## src/rtl/comm_pkg.sv

```systemverilog
// Shared types and default sizing for the SPI sample receiver.
package comm_pkg;

  typedef enum logic [0:0] {
    IDLE      = 1'b0,
    RECEIVING = 1'b1
  } rx_state_t;

  localparam int DEF_DATA_W     = 16;
  localparam int DEF_NUM_CH     = 2;
  localparam int DEF_FIFO_DEPTH = 8;

  // Channel index width; a single-channel build still carries a 1-bit index.
  function automatic int ch_width(input int num_ch);
    return (num_ch > 1) ? $clog2(num_ch) : 1;
  endfunction

endpackage

```

## src/rtl/sample_fifo.sv

```systemverilog
// First-word-fall-through FIFO holding {channel, sample} entries.
module sample_fifo #(
  parameter int WIDTH = 18,
  parameter int DEPTH = 8
) (
  input  logic                    clk_25mhz,
  input  logic                    reset,
  input  logic                    push,
  input  logic [WIDTH-1:0]        push_data,
  input  logic                    pop,
  output logic [WIDTH-1:0]        head_data,
  output logic                    head_valid,
  output logic [$clog2(DEPTH):0]  level,
  output logic                    overflow
);

  localparam int AW = $clog2(DEPTH);
  localparam logic [AW-1:0] PTR_ONE = 1;
  localparam logic [AW:0]   CNT_ONE = 1;
  localparam logic [AW:0]   CNT_FULL = DEPTH;

  logic [WIDTH-1:0] mem [DEPTH];
  logic [AW-1:0]    wr_ptr;
  logic [AW-1:0]    rd_ptr;
  logic [AW:0]      count;
  logic             full;
  logic             do_push;
  logic             do_pop;
  logic             drop;

  // A pop frees a slot in the same cycle, so a full FIFO can still accept a push alongside it.
  always_comb begin
    full    = (count == CNT_FULL);
    do_pop  = pop && (count != '0);
    do_push = push && (!full || do_pop);
    drop    = push && full && !do_pop;
  end

  // Storage array; contents are only observable through a valid head, so no reset is needed.
  always_ff @(posedge clk_25mhz) begin
    if (do_push) begin
      mem[wr_ptr] <= push_data;
    end
  end

  // Pointers wrap naturally at the power-of-two depth; overflow stays set until reset.
  always_ff @(posedge clk_25mhz or posedge reset) begin
    if (reset) begin
      wr_ptr   <= '0;
      rd_ptr   <= '0;
      count    <= '0;
      overflow <= 1'b0;
    end else begin
      if (do_push) begin
        wr_ptr <= wr_ptr + PTR_ONE;
      end
      if (do_pop) begin
        rd_ptr <= rd_ptr + PTR_ONE;
      end
      case ({do_push, do_pop})
        2'b10:   count <= count + CNT_ONE;
        2'b01:   count <= count - CNT_ONE;
        default: count <= count;
      endcase
      if (drop) begin
        overflow <= 1'b1;
      end
    end
  end

  // Head word is forced to zero while empty so stale storage never leaks out.
  always_comb begin
    head_valid = (count != '0);
    head_data  = head_valid ? mem[rd_ptr] : '0;
    level      = count;
  end

endmodule

```

## src/rtl/spi_sample_rx.sv

```systemverilog
// SPI slave receiver: synchronizes the Pico's bus, assembles framed sample words
// tagged with a channel index and queues them in a FWFT FIFO.
module spi_sample_rx
  import comm_pkg::*;
#(
  parameter int  DATA_W      = DEF_DATA_W,
  parameter int  NUM_CH      = DEF_NUM_CH,
  parameter int  FIFO_DEPTH  = DEF_FIFO_DEPTH,
  parameter int  SAMPLE_EDGE = 0,
  parameter int  MSB_FIRST   = 1,
  localparam int CH_W        = ch_width(NUM_CH)
) (
  input  logic                          clk_25mhz,
  input  logic                          reset,
  input  logic                          sclk_in,
  input  logic                          mosi_in,
  input  logic                          active,
  output logic [DATA_W-1:0]             out_data,
  output logic [CH_W-1:0]               out_ch,
  output logic                          out_valid,
  input  logic                          out_ready,
  output logic [$clog2(FIFO_DEPTH):0]   fifo_level,
  output logic                          overflow,
  output logic                          frame_err
);

  localparam int BC_W = $clog2(DATA_W);
  localparam logic [BC_W-1:0] BIT_LAST = BC_W'(DATA_W - 1);
  localparam logic [BC_W-1:0] BIT_ONE  = 1;
  localparam logic [CH_W-1:0] CH_LAST  = CH_W'(NUM_CH - 1);
  localparam logic [CH_W-1:0] CH_ONE   = 1;

  logic sclk_p0, sclk_p1, sclk_p2;
  logic mosi_p0, mosi_p1;
  logic active_p0, active_p1;
  logic strobe;

  rx_state_t          state, state_nxt;
  logic [BC_W-1:0]    bit_cnt, bit_cnt_nxt;
  logic [CH_W-1:0]    ch_cnt, ch_cnt_nxt;
  logic [DATA_W-1:0]  shift_reg, shift_nxt, shifted;
  logic               frame_err_nxt;
  logic               push;
  logic [CH_W+DATA_W-1:0] push_data;
  logic [CH_W+DATA_W-1:0] head_data;

  // Input synchronizers; sclk carries a third stage so edges can be detected on stable data.
  always_ff @(posedge clk_25mhz or posedge reset) begin
    if (reset) begin
      sclk_p0   <= 1'b0;
      sclk_p1   <= 1'b0;
      sclk_p2   <= 1'b0;
      mosi_p0   <= 1'b0;
      mosi_p1   <= 1'b0;
      active_p0 <= 1'b0;
      active_p1 <= 1'b0;
    end else begin
      sclk_p0   <= sclk_in;
      sclk_p1   <= sclk_p0;
      sclk_p2   <= sclk_p1;
      mosi_p0   <= mosi_in;
      mosi_p1   <= mosi_p0;
      active_p0 <= active;
      active_p1 <= active_p0;
    end
  end

  // Capture strobe on the chosen sclk edge, with the incoming bit merged in the configured order.
  always_comb begin
    if (SAMPLE_EDGE != 0) begin
      strobe = ~sclk_p1 & sclk_p2;
    end else begin
      strobe = sclk_p1 & ~sclk_p2;
    end
    if (MSB_FIRST != 0) begin
      shifted = {shift_reg[DATA_W-2:0], mosi_p1};
    end else begin
      shifted = {mosi_p1, shift_reg[DATA_W-1:1]};
    end
  end

  // Frame FSM: word assembly, channel tagging and abort detection.
  always_comb begin
    state_nxt     = state;
    bit_cnt_nxt   = bit_cnt;
    ch_cnt_nxt    = ch_cnt;
    shift_nxt     = shift_reg;
    frame_err_nxt = 1'b0;
    push          = 1'b0;
    case (state)
      IDLE: begin
        if (active_p1) begin
          state_nxt   = RECEIVING;
          bit_cnt_nxt = '0;
          ch_cnt_nxt  = '0;
          shift_nxt   = '0;
        end
      end
      RECEIVING: begin
        if (!active_p1) begin
          state_nxt     = IDLE;
          frame_err_nxt = (bit_cnt != '0) || (ch_cnt != '0);
          bit_cnt_nxt   = '0;
          ch_cnt_nxt    = '0;
          shift_nxt     = '0;
        end else if (strobe) begin
          shift_nxt = shifted;
          if (bit_cnt == BIT_LAST) begin
            push        = 1'b1;
            bit_cnt_nxt = '0;
            ch_cnt_nxt  = (ch_cnt == CH_LAST) ? '0 : ch_cnt + CH_ONE;
          end else begin
            bit_cnt_nxt = bit_cnt + BIT_ONE;
          end
        end
      end
      default: begin
        state_nxt = IDLE;
      end
    endcase
  end

  // FSM state, counters and the registered frame error pulse.
  always_ff @(posedge clk_25mhz or posedge reset) begin
    if (reset) begin
      state     <= IDLE;
      bit_cnt   <= '0;
      ch_cnt    <= '0;
      shift_reg <= '0;
      frame_err <= 1'b0;
    end else begin
      state     <= state_nxt;
      bit_cnt   <= bit_cnt_nxt;
      ch_cnt    <= ch_cnt_nxt;
      shift_reg <= shift_nxt;
      frame_err <= frame_err_nxt;
    end
  end

  assign push_data = {ch_cnt, shifted};

  sample_fifo #(
    .WIDTH (CH_W + DATA_W),
    .DEPTH (FIFO_DEPTH)
  ) u_fifo (
    .clk_25mhz  (clk_25mhz),
    .reset      (reset),
    .push       (push),
    .push_data  (push_data),
    .pop        (out_ready),
    .head_data  (head_data),
    .head_valid (out_valid),
    .level      (fifo_level),
    .overflow   (overflow)
  );

  assign out_ch   = head_data[CH_W+DATA_W-1:DATA_W];
  assign out_data = head_data[DATA_W-1:0];

endmodule

```

## config.mk

```make
export PLATFORM = sky130hd
export DESIGN_NAME = spi_sample_rx
export DESIGN_NICKNAME = d
export VERILOG_FILES = /design/src/rtl/comm_pkg.sv /design/src/rtl/sample_fifo.sv /design/src/rtl/spi_sample_rx.sv
export SDC_FILE = /design/constraint.sdc
export NUM_CORES = 1
export LEC_CHECK = 0
export ABC_CLOCK_PERIOD_IN_PS = 3610
export CORE_MARGIN = 3
export CORE_UTILIZATION = 45
export CTS_BUF_LIST = sky130_fd_sc_hd__clkbuf_16
export DETAILED_ROUTE_END_ITERATION = 12
export GPL_ROUTABILITY_DRIVEN = 1
export PLACE_DENSITY = 0.62
export SYNTH_ARGS = -nofsm -noshare
export SYNTH_HDL_FRONTEND = slang
export SYNTH_SLANG_ARGS = --single-unit
```

## constraint.sdc

```tcl
create_clock -name clk_25mhz -period 3.61 [get_ports clk_25mhz]
set_input_delay 0.722 -clock clk_25mhz [delete_from_list [all_inputs] [get_ports clk_25mhz]]
set_output_delay 0.722 -clock clk_25mhz [all_outputs]
set_load 0.03 [all_outputs]
```

==> results of run 1 <==
power by group:
group | internal, mW | switching, mW
clock | 0.990 | 0.686
combinational | 0.0117 | 0.0236
sequential | 2.17 | 0.00613
cells by family after synthesis:
| logic type | after synthesis |
|---|---|
| flip-flops | 176 |
| XOR/XNOR | 7 |
| multiplexers | 38 |
| AO/OA/AOI/OAI | 53 |
| AND/OR/NAND/NOR | 39 |
| adder cells (fa/ha/maj) | 7 |
| buffers and inverters | 28 |
worst paths after layout:
kind	start	end
setup / recovery	u_fifo.level[0]	out_data[8]
hold / removal	mosi_p0	mosi_p1
setup reg to reg	u_fifo.level[0]	u_fifo.level[3]
hold reg to reg	mosi_p0	mosi_p1
max in group asynchronous	reset	shift_reg[0]
min in group asynchronous	reset	u_fifo.overflow
per-stage QoR:
step	setup slack (ns)	hold WS, ns
floorplan	0.386	0.331
global placement	0.569	0.333
detailed placement	0.449	0.335
CTS	0.239	0.348
global route	0.117	0.358
finish	0.261	0.348
layout make-up:
cell class	count	area (um2)
Clock buffer	17	425
Clock inverter	15	116
Fill cell	1160	6740
Inverter	8	30.0
Multi-Input combinational cell	144	1680
Sequential cell	176	5090
Tap cell	184	230
Timing Repair Buffer	48	445
critical path, delay by kind of cell (launching register included):
kind	cells	cell delay, ns
flip-flops	1	0.46
AND/OR/NAND/NOR	2	0.89
buffers and inverters	1	0.60
AO/OA/AOI/OAI	1	0.24
layer usage:
layer,track usage,part of all wire,vias to the layer above
li1,-,-,1517
met1,0.229,0.46,1788
met2,0.250,0.49,76
met3,0.0385,0.030,17
met4,0.0691,0.016,0
met5,0,0,-
cell usage in the layout (no fill, tap or decap), types with 2 or more instances in the layout:
cell type / netlist / routed
edfxtp_1: 136 / 136
o2111ai_1: 3 / 3
clkdlybuf4s50_1: 0 / 29
a22o_1: 25 / 25
o21ai_0: 2 / 2
o21a_1: 2 / 2
bufinv_16: 0 / 2
clkbuf_16: 0 / 17
nand3b_1: 3 / 3
nor3_2: 0 / 4
xnor2_1: 6 / 6
buf_4: 0 / 18
nand3_1: 2 / 2
a22o_2: 7 / 7
nand2b_1: 3 / 3
clkinv_1: 0 / 4
nand2_1: 5 / 5
nor2b_1: 2 / 2
inv_1: 8 / 13
nor2_1: 6 / 6
ha_1: 7 / 7
clkinv_2: 0 / 3
dfrtp_1: 40 / 39
mux2_2: 3 / 3
mux4_2: 34 / 34
o211ai_1: 2 / 2
==> impl_metrics.yaml, run 1 <==
yosys:
  share_of_the_synthesized_netlist_area_taken_by_xor_and_xnor_gates: 0.00888
  synth_nets: 361
  synthesis.instances: 348
  synth.distinct_cells: 52
  synth_seq_area_share: 0.737
  post_synth_most_frequent_cells: "edfxtp_1, dfrtp_1, mux4_2, a22o_1, clkbuf_1"
  synthAdderAreaFrac: 0.0127
  yosys_register_bits: 176
  synth_simple_gate_area_share: 0.0355
  synthesis.area_um2: 6900
  synth_area_leaders: "edfxtp_1, dfrtp_1, mux4_2, a22o_1, ha_1"
  share_of_the_synthesized_area_in_compound_gates_ao_oa_aoi_oai: 0.0656
  combinational_family_with_the_most_area_after_synthesis: "multiplexers"
  yosysTopAreaCell: "edfxtp_1"
  mapped_avg_cell_area_um2: 19.8
  yosys.cell_count.top_type: "edfxtp_1"
  synthesis.yosys.warnings: 0
  synth_mux_area_frac: 0.117
  async_reset_ff_frac: 0.227
  yosys.area.top_type_share: 0.592
  synth_enable_flop_cells: 136
  postSynth.topFlopCell: "edfxtp_1"
sta:
  max_freq_mhz: 299
  fin_crit_sh: 0.928
  finalClockSkew_ns: 0.0102
  min_period_ns: 3.35
  timing.final.hold_violations: 0
  measured_slew_at_the_worst_slew_check_pin_ns: 0.826
  maxSlewViolCount: 0
  fin_tns_setup_ns: 0
  relSlewSlack: 0.446
  setup-violations-final: 0
  grt_setup_unrepaired: "false"
place:
  gpl.final_weighted_congestion: 0.764
  numPortBuffers: 29
  placed_cell_area_um2: 7470
  dp.final_hpwl_um: 7290
  dp_cells: 560
clocking:
  cts_tree: "yes"
  worst_skew_pair.late_latency_ns: 0.42
  clk_transition_reported_paths_ns: 0.06
  clock_sinks: 176
  cts-resized-gates: 0
  cts.root.buffer_cell: "clkbuf_16"
  cts_hold_repair.buffers: 0
  tritoncts.num_buffers: 17
  post_cts.repair.setup_buffers: 0
  clockBufferDepth: 2
  htree_num_levels: 4
detailed_routing:
  postRouteWirelength_um: 12700
  initial_drt_pass_iterations: 4
  drt_first_iter_violations: 339
  route.detailed.drc: 0
  num_vias: 3398
  drt-vias-per-instance: 5.74
  route.detailed.wl_per_inst_um: 21.4
  drtAntennaViolNets: 0
layout:
  final_nets: 408
  layout-area-overhead-vs-synth_pct: 16.2
  n_antenna_cell: 0
  post-route-util: 0.543
  design_area_um2: 8020
  largest_register_ff_count: 136
  drive_above_1_share: 0.248
  post_route_insts_no_fill: 592
job:
  max-cap-violations: 0
floorplan:
  die-width_um: 130
  floorplan.io_pins: 30
  fp.dieArea_um2: 16900
  placement_rows: 44
  core_area_um2: 14800
  floorplan.initialDensity: 0.468
  dieHeight_um: 130
worst_setup_path:
  timing_worst_setup_path_type: "reg -> out"
  crit_fanout: 17
  worst_ep_arrival_time_ns: 2.63
  timing.critical_path.cells: "or4_4, and2_4, a22o_1, clkdlybuf4s50_1"
  critical_path.slowest_cell: "or4_4"
  cp-end-kind: "primary output"
  timing.critical_path.slowest_cell_delay_ns: 0.61
  critical_path_required_ns: 2.89
  worst-r2r-cell-count: 6
  setup_slack_of_the_worst_register_to_register_path_ns: 0.82
  timing.critical_path.from_type: "flop"
global_route:
  grt_pass1_vias: 3432
  grt_antenna_before_repair: 0
  total_congestion_overflow_after_global_routing: 0
  grt_start_max_net_pins: 35
  grt_first_pass_wirelength_um: 19800
  global_route.usage.total: 0.164
min_path:
  hold-path-cell-count: 0
  hold_class: "reg -> reg"
run_status:
  run_status: "finished, final reports clean"
power:
  largest_voltage_drop_on_the_vdd_net_mv: 0.294
  fin_total_pwr_mw: 3.88
  p_leak_nw: 2.84
  pwr_density_cell_nw_per_um2: 485
No activity file was read; power rests on OpenSTA's default activity.
==> run 2: changes to the inputs <==
SYNTH_HIERARCHICAL = 1   (was unset)
==> run 2 against run 1 <==
Routed wire length rose by 4.7%; count of clock-buffer cells in the layout did not move; sequential share of layout area fell by 1.4 points; largest power group unchanged; die area rose by 1.4%; clock skew fell by 0.0040 ns; maximum frequency fell by 4.4%; total power rose by 56%; cell area rose by 2.4%; clock power rose by 6%; via count rose by 8.2%; critical endpoint is now out_data[4]; sequential power rose by 6%; cell count rose by 11%.
==> impl_metrics.yaml, run 2 <==
run_status:
  run_status: "finished, final reports clean"
detailed_routing:
  drt_first_iter_violations: 259
  route.detailed.wl_per_inst_um: 20.1
  drt-vias-per-instance: 5.59
  route.detailed.drc: 0
  num_vias: 3677
  postRouteWirelength_um: 13200
  drtAntennaViolNets: 0
  initial_drt_pass_iterations: 4
clocking:
  htree_num_levels: 4
  clk_transition_reported_paths_ns: 0.06
  cts_tree: "yes"
  clockBufferDepth: 2
  cts.root.buffer_cell: "clkbuf_16"
  worst_skew_pair.late_latency_ns: 0.42
  clock_sinks: 176
  tritoncts.num_buffers: 17
job:
  max-cap-violations: 0
power:
  pwr_density_cell_nw_per_um2: 737
  largest_voltage_drop_on_the_vdd_net_mv: 0.330
  p_leak_nw: 3.22
  fin_total_pwr_mw: 6.05
place:
  gpl.final_weighted_congestion: 0.732
  numPortBuffers: 29
  dp_cells: 625
  dp.final_hpwl_um: 8080
global_route:
  total_congestion_overflow_after_global_routing: 0
  grt_first_pass_wirelength_um: 21000
  global_route.usage.total: 0.167
  grt_antenna_before_repair: 0
  grt_start_max_net_pins: 30
  grt_pass1_vias: 3795
yosys:
  synthesis.area_um2: 7000
  synth_nets: 426
  synthesis.instances: 415
  postSynth.topFlopCell: "edfxtp_1"
  async_reset_ff_frac: 0.227
  synth.distinct_cells: 48
  yosysTopAreaCell: "edfxtp_1"
  synth_enable_flop_cells: 136
  synth_seq_area_share: 0.726
  post_synth_most_frequent_cells: "edfxtp_1, mux2i_1, dfrtp_1, a221o_1, a22o_1"
  yosys.area.top_type_share: 0.583
  mapped_avg_cell_area_um2: 16.9
  yosys.cell_count.top_type: "edfxtp_1"
  synth_area_leaders: "edfxtp_1, dfrtp_1, mux2i_1, a221o_1, a22o_1"
  yosys_register_bits: 176
  synthesis.yosys.warnings: 6
sta:
  setup-violations-final: 0
  maxSlewViolCount: 0
  measured_slew_at_the_worst_slew_check_pin_ns: 0.840
  min_period_ns: 3.50
  max_freq_mhz: 285
  finalClockSkew_ns: 0.00620
  grt_setup_unrepaired: "false"
  holdWs_ns: 0.349
  timing.final.hold_violations: 0
  fin_crit_sh: 0.971
  fin_tns_setup_ns: 0
  relSlewSlack: 0.439
layout:
  nFillCells: 1180
  most-common-layout-cells: "edfxtp_1, mux2i_1, dfrtp_1"
  post-route-util: 0.552
  layout-area-overhead-vs-synth_pct: 17.2
  final_nets: 472
  layout.cells.most_common: "edfxtp_1"
  largest_register_ff_count: 136
  n_antenna_cell: 0
  post_route_insts_no_fill: 658
  drive_above_1_share: 0.150
floorplan:
  dieHeight_um: 131
  placement_rows: 44
  floorplan.initialDensity: 0.471
  floorplan.io_pins: 30
  core_area_um2: 14900
  fp.dieArea_um2: 17100
  die-width_um: 131
worst_setup_path:
  cp-end-kind: "primary output"
  timing_worst_setup_path_type: "reg -> out"
  timing.critical_path.from_type: "flop"
  critical_path_required_ns: 2.89
  worst_ep_arrival_time_ns: 2.78
  crit_fanout: 7
min_path:
  hold_class: "reg -> reg"
## run 2: final cells by class
type,instances,area (um2),share of cell area
multi-input cells,206,1760,0.214
flip-flops and latches,176,5090,0.620
inverters,7,26.3,0.00320
repair buffers,53,518,0.0631
clock buffers,17,425,0.0518
well taps,184,230,0.0280
clock inverters,15,160,0.0195
## run 2: logic make-up after synthesis
logic type	after synthesis	share of synthesized area
DFF	176	0.726
muxes	71	0.102
AOI/OAI and AO/OA	66	0.0845
and+or+nand+nor	57	0.0447
buffers and inverters	33	0.0248
xor gates and xnor gates	7	0.00876
adders and majority gates	5	0.00894
## run 2: repair_timing
item                                    in CTS  in global routing
cloned                                       0                  0
endpoints found under the hold margin        0                  0
endpoints found under the setup margin       1                 12
hold buffers                                 0                  0
setup buffers                                1                  0
resized for setup                            0                  8
## run 2: worst max-delay path, stage by stage, from the launching register on
cell and delay (ns):
dfrtp_1 0.42, nor2b_1 0.29, buf_4 0.23, a221o_1 0.32, a221oi_1 0.35, clkdlybuf4s50_1 0.75
## run 2: report_power, final
group	total [mW]	switching (mW)	leakage, nW	internal, mW
Combinational	1.97	1.10	1.08	0.866
Clock	1.78	0.756	0.280	1.03
Sequential	2.30	0.0896	1.85	2.21
Total	6.05	1.95	3.22	4.10
## run 2: per-layer routing
metal,track usage,wire (um),vias to the layer above
met4,0.0502,133,0
met2,0.272,6540,58
met3,0.0467,531,12
met1,0.221,6040,1873
met5,0,0,-
li1,-,-,1734
## run 2: final timing paths
path | startpoint | to | slack [ns] | cells past startpoint
min | mosi_p0 | mosi_p1 | 0.35 | 0
max in group asynchronous | reset | shift_reg[7] | 2.61 | 3
min reg2reg | mosi_p0 | mosi_p1 | 0.35 | 0
max | u_fifo/rd_ptr[2] | out_data[4] | 0.11 | 5
max reg2reg | sclk_p1 | u_fifo/mem[4][8] | 0.93 | 8
min in group asynchronous | reset | u_fifo/level[0] | 0.63 | 2
## run 2: through the flow
step | setup WS, ns | cell area, um2
2_1_floorplan | 0.604 | 7000
3_3_place_gp | 0.462 | 7580
3_5_place_dp | 0.421 | 7580
4_1_cts | 0.00672 | 8190
5_1_grt | 0.000989 | 8210
6_report | 0.106 | 8210
